`src/rtl/instr_fetch_unit.sv`:
```
// instr_fetch_unit: fetches a program from a small instruction memory and hands
// one instruction at a time to the execute stage; start-to-out_valid latency is
// 2 cycles and the presented fields hold while out_ready is low.
// Optional macro FETCH_LOOP_EN: after the last instruction, wrap pc to 0 and keep
// fetching until abort or reset; without it the unit halts in DONE.
module instr_fetch_unit #(
  parameter int DEPTH = 16,
  parameter int AW    = $clog2(DEPTH)
) (
  input  logic          clk,
  input  logic          reset_n,
  input  logic          prog_we,
  input  logic [AW-1:0] prog_addr,
  input  logic [17:0]   prog_data,
  input  logic [AW:0]   prog_len,
  input  logic          start,
  input  logic          abort,
  output logic [1:0]    opcode,
  output logic [7:0]    operand1,
  output logic [7:0]    operand2,
  output logic          out_valid,
  input  logic          out_ready,
  output logic          busy,
  output logic          done,
  output logic [AW-1:0] pc,
  output logic [7:0]    issued_cnt
);

  typedef enum logic [1:0] {IDLE, FETCH, PRESENT, DONE} state_t;

  localparam logic [AW:0]   DEPTH_L = (AW+1)'(DEPTH);
  localparam logic [AW:0]   LEN_ONE = (AW+1)'(1);
  localparam logic [AW-1:0] PC_ONE  = AW'(1);

  state_t        state_q, state_d;
  logic [AW-1:0] pc_q, pc_d;
  logic [AW:0]   len_q, len_d;
  logic [7:0]    issued_q, issued_d;
  logic [17:0]   instr_q;
  logic [17:0]   mem [DEPTH];
  logic [AW:0]   len_sat;
  logic          last;

  // Program lengths beyond the memory size are clamped so pc never runs past the end.
  assign len_sat = (prog_len > DEPTH_L) ? DEPTH_L : prog_len;
  assign last    = ({1'b0, pc_q} == (len_q - LEN_ONE));

  // Instruction memory: not reset; writes only land while no program is running.
  always_ff @(posedge clk) begin
    if (prog_we && ((state_q == IDLE) || (state_q == DONE))) begin
      mem[prog_addr] <= prog_data;
    end
  end

  // Instruction register: loaded in FETCH, untouched in PRESENT so fields hold under stall.
  always_ff @(posedge clk or negedge reset_n) begin
    if (!reset_n) begin
      instr_q <= '0;
    end else if (state_q == FETCH) begin
      instr_q <= mem[pc_q];
    end
  end

  // State, pc, length and issue-count registers.
  always_ff @(posedge clk or negedge reset_n) begin
    if (!reset_n) begin
      state_q  <= IDLE;
      pc_q     <= '0;
      len_q    <= '0;
      issued_q <= '0;
    end else begin
      state_q  <= state_d;
      pc_q     <= pc_d;
      len_q    <= len_d;
      issued_q <= issued_d;
    end
  end

  // Next-state logic; abort overrides everything, including an accept in the same cycle.
  always_comb begin
    state_d  = state_q;
    pc_d     = pc_q;
    len_d    = len_q;
    issued_d = issued_q;
    if (abort) begin
      state_d = IDLE;
      pc_d    = '0;
    end else begin
      case (state_q)
        IDLE, DONE: begin
          if (start) begin
            len_d    = len_sat;
            pc_d     = '0;
            issued_d = '0;
            state_d  = (prog_len != '0) ? FETCH : DONE;
          end
        end
        FETCH: begin
          state_d = PRESENT;
        end
        PRESENT: begin
          if (out_ready) begin
            issued_d = issued_q + 8'd1;
            if (last) begin
`ifdef FETCH_LOOP_EN
              pc_d    = '0;
              state_d = FETCH;
`else
              state_d = DONE;
`endif
            end else begin
              pc_d    = pc_q + PC_ONE;
              state_d = FETCH;
            end
          end
        end
        default: begin
          state_d = IDLE;
        end
      endcase
    end
  end

  assign opcode     = instr_q[17:16];
  assign operand1   = instr_q[15:8];
  assign operand2   = instr_q[7:0];
  assign out_valid  = (state_q == PRESENT);
  assign busy       = (state_q == FETCH) || (state_q == PRESENT);
  assign done       = (state_q == DONE);
  assign pc         = pc_q;
  assign issued_cnt = issued_q;

endmodule
```
`config.mk`:
```
export PLATFORM = sky130hd
export DESIGN_NAME = instr_fetch_unit
export DESIGN_NICKNAME = d
export VERILOG_FILES = /design/src/rtl/instr_fetch_unit.sv
export SDC_FILE = /design/constraint.sdc
export NUM_CORES = 1
export LEC_CHECK = 0
export BUFFER_PORTS_ARGS = -buffer_cell sky130_fd_sc_hd__buf_2
export CAP_MARGIN = 30
export CORE_MARGIN = 2
export CORE_UTILIZATION = 61
export CTS_CLUSTER_DIAMETER = 100
export DETAILED_ROUTE_END_ITERATION = 6
export PLACE_DENSITY_LB_ADDON = 0.12
export RECOVER_POWER = 25
export SLEW_MARGIN = 20
export SYNTH_ARGS = -nofsm -noshare
export SYNTH_HDL_FRONTEND = slang
export SYNTH_SLANG_ARGS = --single-unit
```
`constraint.sdc`:
```
create_clock -name clk -period 4.1 [get_ports clk]
set_clock_uncertainty 0.15 [all_clocks]
set_input_delay 0.615 -clock clk [delete_from_list [all_inputs] [get_ports clk]]
set_output_delay 0.615 -clock clk [all_outputs]
set_load 0.01 [all_outputs]
```
==> results.md, run 1 <==
- Routed len/inst: 25.4 um
- Most instantiated cells after synthesis: edfxtp_1, mux4_2, dfrtp_1, mux2_2, nor2_1
- ANT nets after route: 0
- Post-DP HPWL: 16.2 mm
- Die footprint: 22400 um2
- R2r setup slk: 1.33 ns
- Worst VDD drop: 0.379 mV
- Setup TNS: 0 ns
- GR Util All Layers: 24.7%
- Reg-to-reg startpoint: state_q[0]
- Crit path launch: state_q[0]
- CTS root buf: clkbuf_16
- Slew of the pin with the lowest slew margin: 0.945 ns
- CP endpoint: issued_cnt[5]
- Core Footprint: 21000 um2
- Io pins: 66
- Net load switching power: 1.94 mW
- RSZ-0062 raised after global routing: no
- Worst relative slew slack: 37.0%
- IO Port Bufs: 65
- Pleak: 4.95 nW
- Pins over their slew limit: 0
- Mapped Nets: 690
- Clock power share: 37.8%
- Clock transition at path regs: 0.06 ns
- Yosys reg bits: 325
- GP Congestion: 0.828
- Vias per std cell: 6.23
- # rows: 53
- Hold Vio Cnt, Final: 0
- Yosys Warn Count: 0
- Fin crit share: 67.5%
- Worst-Skew Late Latency: 0.50 ns
- Worst hold slack: 0.253 ns
- Netlist cell types: 43
- Cell Area, Synth: 13000 um2
- Die Span Y: 150 um
- Number of CTS-inserted buffers: 34
- Post-layout min period: 2.77 ns
- Gate power share: 13.0%
- Final layout net count: 781
- Switching Fraction: 24.2%
- Share of the synthesized area in the top cell type: 66.8%
- Synth area leaders: edfxtp_1, mux4_2, dfrtp_1
- Async set-reset flop share out of synthesis: 11.4%
- PD cells: 540 nW/um2
- Synthesized instance count: 650
- DRC Markers: 0
- Seq/Total Area, Yosys: 73.9%
- Post-synth EDFFs: 288
- Initial antenna violation count: 1
- Status: finished, final reports clean
- Setup crit start kind: flop
- Final WS setup: 1.33 ns
- H-Tree Depth: 2
- Largest net degree at the start of global routing: 57
- Prevailing post-synth register cell: edfxtp_1
- DR vias: 6500
- Kind of critical path: flop to flop
- Clk sink count: 325
- Hold crit path type: primary input to flop
- Die W: 150 um
- TritonCTS clock tree: yes
- Final setup viols: 0
- Critical path data required time: 4.32 ns
- Area delta synth->final: 14.4%
- Int Power: 6.07 mW
- CP Data Arrival Time: 2.99 ns
- Area leader, netlist: edfxtp_1
- First-pass GRT wire length: 40.1 mm
- Starting DRT DRC Count: 774
- Top-count cell post-synth: edfxtp_1
- Starting Density: 61.8%
- Mean Syn Cell Area: 19.9 um2
- GRT Residual Overflow: 0
- Vias in the first global route: 6606
- Filler cells: 1316
- Layout cells sized above 1: 32.6%
- Setup slack at placement: 1.35 ns
- Total of max-cap violations: 0
- Drt total wl: 26.5 mm
- Critical path fanouts, max: 11
- Final core occ: 70.8%
- Max Buffers Root-to-Sink: 3
- CP endpoint kind: flop
- R2R cell count: 8
- Drt first pass iters: 5
- Register share of total power: 49.2%
- Capturing point of the worst reg2reg path: issued_cnt[5]
- Fmax: 361 MHz
[cells by family (layout without fill, tap and decap cells)]
family | Yosys count | in the layout | synth area share (%)
AOI/OAI and AO/OA | 61 | 61 | 3.25
buffers and inverters | 58 | 175 | 2.37
other | 0 | 1 | 0
adders and majority gates | 7 | 7 | 0.676
and+or+nand+nor | 79 | 79 | 3.09
DFF | 325 | 325 | 73.9
xor gates and xnor gates | 11 | 11 | 0.744
muxes | 109 | 109 | 16.0
[metal layers]
metal | GRT usage, % | routed length [um] | vias to the layer above
met2 | 38.8 | 12800 | 287
met4 | 6.46 | 491 | 0
li1 | - | - | 2808
met1 | 36.9 | 11000 | 3371
met3 | 4.18 | 2190 | 34
met5 | 0 | 0 | -
[layout by cell type (no fill, tap or decap), types with 4 or more instances in the layout]
master | synthesis | routed
a21oi_1 | 4 | 4
nand2_1 | 11 | 11
edfxtp_1 | 288 | 288
nor3_2 | 0 | 4
dfrtp_1 | 37 | 34
clkbuf_1 | 12 | 24
nor2_2 | 0 | 9
clkinv_2 | 0 | 6
mux4_1 | 8 | 8
a22oi_2 | 7 | 7
buf_4 | 0 | 14
o21ai_1 | 18 | 18
buf_2 | 6 | 52
inv_1 | 27 | 27
mux4_2 | 64 | 64
o21ai_0 | 9 | 9
ha_1 | 7 | 7
clkbuf_16 | 0 | 37
nand2b_1 | 10 | 10
nand4_1 | 5 | 5
a22oi_1 | 11 | 11
nand3b_1 | 4 | 4
xor2_1 | 8 | 8
clkbuf_8 | 0 | 4
nor2_1 | 28 | 16
nand3_1 | 4 | 4
mux2_2 | 37 | 37
[power groups by stage]
stage	Sequential [mW]	Combinational (mW)	Clock, mW
after floorplan	4.00	0.625	0
after global placement	3.99	0.990	0
after detailed placement	4.01	1.03	0
after CTS	3.94	1.04	3.08
after global routing	3.96	1.14	3.20
final	3.94	1.04	3.03
[area by class of cell]
class                           count  area (um2)  area share, %
Antenna cell                        1        2.50         0.0169
Clock buffer                       52        1020           6.89
Clock inverter                     10        97.6          0.658
Inverter                           27         101          0.684
Multi-Input combinational cell    267        3140           21.2
Sequential cell                   325        9580           64.6
Tap cell                          275         344           2.32
Timing Repair Buffer               86         537           3.62
[sequential cells by signal (all words and copies together) (netlist names)]
signal,cells
mem,288
len_q,5
state_q,2
instr_q,18
pc,4
issued_cnt,8
[worst min-delay path by stage]
stage | endpoint | cells past startpoint | slack, ns | start
3_3_place_gp | instr_q[11] | 2 | 0.35 | instr_q[11]
4_1_cts | len_q[1] | 1 | 0.13 | reset_n
2_1_floorplan | instr_q[0] | 0 | 0.17 | reset_n
6_report | len_q[0] | 3 | 0.25 | prog_len[0]
3_5_place_dp | instr_q[7] | 2 | 0.35 | instr_q[7]
5_1_grt | len_q[0] | 3 | 0.25 | prog_len[0]
[timing repair]
item / CTS / global route
buffers inserted: 0 / 0
hold buffers: 0 / 1
resized for setup: 0 / 0
endpoints found under the hold margin: 0 / 17
[stage by stage]
| step | std cells | instance area, um2 | total power, mW |
|---|---|---|---|
| global route | 1042 | 14800 | 8.30 |
| finish | 1043 | 14800 | 8.00 |
| floorplan | 650 | 13000 | 4.62 |
| detailed placement | 978 | 13700 | 5.04 |
| global placement | 975 | 13600 | 4.98 |
| CTS | 1040 | 14800 | 8.06 |
[critical path, cell delays in order (launching register included)]
cell and delay [ns]:
dfrtp_1 0.42, inv_1 0.07, ha_1 0.37, buf_4 0.22, nor2b_1 0.17, a2111oi_2 0.78, nand4_1 0.20, xor2_1 0.21
nor2_1 0.06
Power figures use the tool's default switching activity.
==> run 2: changes to the inputs <==
--- a/config.mk
+++ b/config.mk
@@ -8,7 +8,7 @@
 export BUFFER_PORTS_ARGS = -buffer_cell sky130_fd_sc_hd__buf_2
 export CAP_MARGIN = 30
 export CORE_MARGIN = 2
-export CORE_UTILIZATION = 61
+export CORE_UTILIZATION = 55
 export CTS_CLUSTER_DIAMETER = 100
 export DETAILED_ROUTE_END_ITERATION = 6
 export PLACE_DENSITY_LB_ADDON = 0.12
==> constraint.sdc (replaced) <==
create_clock -name clk -period 2.5 [get_ports clk]
set_clock_uncertainty 0.15 [all_clocks]
set_input_delay 0.375 -clock clk [delete_from_list [all_inputs] [get_ports clk]]
set_output_delay 0.375 -clock clk [all_outputs]
set_load 0.01 [all_outputs]
==> results.md, run 2 (synthesis results as in run 1) <==
- Status: finished, final reports clean
- Io pins: 66 (unchanged)
- Slew of the pin with the lowest slew margin: 0.758 ns (-0.187 ns)
- Clock transition at path regs: 0.06 ns (about the same)
- Die Span Y: 157 um (+5.2%)
- Die footprint: 24800 um2 (+11%)
- DR vias: 6656 (+2.4%)
- CP bufs+invs: 1 (-1)
- Top reg by flops: mem
- Final core occ: 65.5% (-5.3 points)
- Setup TNS: 0 ns (unchanged)
- R2r setup slk: 0.08 ns (-1.25 ns)
- CTS root buf: clkbuf_16
- Finished Layout Cells: 1117 (+7.1%)
- GP Congestion: 0.795 (-4.0%)
- IO Port Bufs: 65 (unchanged)
- Capturing point of the worst reg2reg path: mem[0][13]
- Post-layout min period: 2.42 ns (-0.349 ns)
- R2R cell count: 5 (-3)
- Die W: 157 um (+5.2%)
- PD cells: 869 nW/um2 (+61%)
- Fin crit share: 96.7% (+29 points)
- Startpoint of the worst hold path: prog_data[6]
- Switching Fraction: 24.4% (+0.14 points)
- Gate power share: 13.7% (+0.7 points)
- Pins over their slew limit: 0 (unchanged)
- Most common cell after layout, fill and taps aside: edfxtp_1
- Max FFs per register: 288 (unchanged)
- Power Total: 13.2 mW (+65%)
- Post-DP HPWL: 16.9 mm (+4.6%)
- Setup crit start kind: flop
- Kind of critical path: flop to flop
- Vias in the first global route: 6985 (+5.7%)
- Most frequent cells in the layout: edfxtp_1, mux4_2, buf_2
- Slowest CP cell: ha_1
- Dpl cells: 1050 (+7.4%)
- Critical path data required time: 2.60 ns (-1.72 ns)
- Pleak: 5.13 nW (+3.7%)
- ANT nets after route: 0 (unchanged)
- Int Power: 10.0 mW (+65%)
- Vias per std cell: 5.96 (-4.4%)
- Register share of total power: 48.7% (-0.5 points)
- Clock power share: 37.6% (-0.2 points)
- Number of gates resized after CTS: 0 (unchanged)
- Worst-Skew Late Latency: 0.57 ns (+0.07 ns)
- Net load switching power: 3.22 mW (+66%)
- First-pass GRT wire length: 42.2 mm (+5.3%)
- Drt total wl: 27.7 mm (+4.3%)
- Max Buffers Root-to-Sink: 3 (unchanged)
- Clk sink count: 325 (unchanged)
- Drt first pass iters: 5 (unchanged)
- CP endpoint kind: flop
- TritonCTS clock tree: yes
- Setup slack at placement: 0.101 ns (-1.25 ns)
- Hold Vio Cnt, Final: 0 (unchanged)
- Fmax: 413 MHz (+14%)
- Reg-to-reg startpoint: state_q[1]
- Starting DRT DRC Count: 610 (-21%)
- Crit-path cells: ha_1, nand2_1, or3_1, nor3_4, buf_12
- H-Tree Depth: 1 (-1)
- Hold Path End: mem[4][6]
- Worst Hold Depth: 1 (-2)
- Number of CTS-inserted buffers: 31 (-8.8%)
- Layout cells sized above 1: 34.9% (+2.3 points)
- CP Data Arrival Time: 2.52 ns (-0.47 ns)
- Worst relative slew slack: 49.2% (+12 points)
- GR Util All Layers: 23.3% (-1.3 points)
- Final WS setup: 0.0813 ns (-1.25 ns)
- GRT Residual Overflow: 0 (unchanged)
- Worst VDD drop: 0.662 mV (+75%)
- Largest net degree at the start of global routing: 27 (-53%)
- Worst path max stage delay: 0.52 ns (-0.26 ns)
- Total of max-cap violations: 0 (unchanged)
- # rows: 56 (+5.7%)
- Area delta synth->final: 17.5%
- Core Footprint: 23300 um2 (+11%)
- Critical path fanouts, max: 18 (+7)
- Hold crit path type: primary input to flop
- Routed len/inst: 24.8 um (-2.6%)
- Final layout net count: 812 (+4.0%)
- DRC Markers: 0 (unchanged)
- Initial antenna violation count: 1 (unchanged)
- Starting Density: 55.7% (-6.1 points)
- RSZ-0062 raised after global routing: no
- Crit path launch: state_q[1]
- Critical path's top delay family: simple AND/OR/NAND/NOR gates
- Final setup viols: 0 (unchanged)
run 2: cell types whose count changed in the layout (fill, tap and decap cells not counted), moves of 4 or more:
cell / change
clkbuf_16: -6
clkbuf_1: -5
nor3_2: -4
dlygate4sd3_1: +6
nor3_4: +4
bufinv_16: +4
buf_4: +21
buf_12: +11
run 2: stage by stage:
step,area (um2),hold slack (ns)
floorplan,13000,-0.0706
global placement,14100,0.285
CTS,15200,0.0224
detailed placement,14100,0.297
global route,15200,0.0629
finish,15200,0.0534
run 2: power by group through the flow:
| stage | Clock (mW) | Sequential, mW | Combinational, mW |
|---|---|---|---|
| floorplan | 0 | 6.56 | 1.03 |
| global placement | 0 | 6.54 | 1.77 |
| detailed placement | 0 | 6.55 | 1.81 |
| CTS | 5.03 | 6.44 | 1.83 |
| global route | 5.25 | 6.48 | 1.99 |
| finish | 4.97 | 6.44 | 1.82 |
run 2: layout make-up:
cell class	instances	area [um2]
multi-input cells	267	3150
fillers	1598	8030
flip-flops and latches	325	9580
clock inverters	17	238
diodes	1	2.50
clock buffers	41	853
repair buffers	120	902
inverters	27	101
well taps	319	399
run 2: per-layer routing:
metal / vias up / GRT usage [%] / share of wire, %
met1: 3524 / 34.7 / 44
met2: 224 / 37.2 / 48
met5: - / 0 / 0
li1: 2868 / - / -
met4: 0 / 5.11 / 1.6
met3: 40 / 3.88 / 6.5
run 2: how the worst max path moves through the flow:
stage | slack [ns] | depth (start not counted) | endpoint
6_report | 0.08 | 5 | mem[0][13]
5_1_grt | 0.002 | 5 | mem[1][10]
4_1_cts | 0.07 | 4 | mem[14][11]
3_5_place_dp | 0.10 | 4 | mem[14][11]
3_3_place_gp | 0.16 | 5 | mem[0][4]
2_1_floorplan | -0.01 | 7 | mem[6][0]
run 2: worst register-to-register path, stage by stage (launching register included):
cell     delay (ns)
dfrtp_1        0.41
ha_1           0.52
nand2_1        0.12
or3_1          0.45
nor3_4         0.24
buf_12         0.21
run 2: timing repair:
action | CTS | global route
endpoints found under the setup margin | 0 | 9
hold endpoints to repair | 29 | 0
setup buffers | 0 | 1
hold buffers | 7 | 0
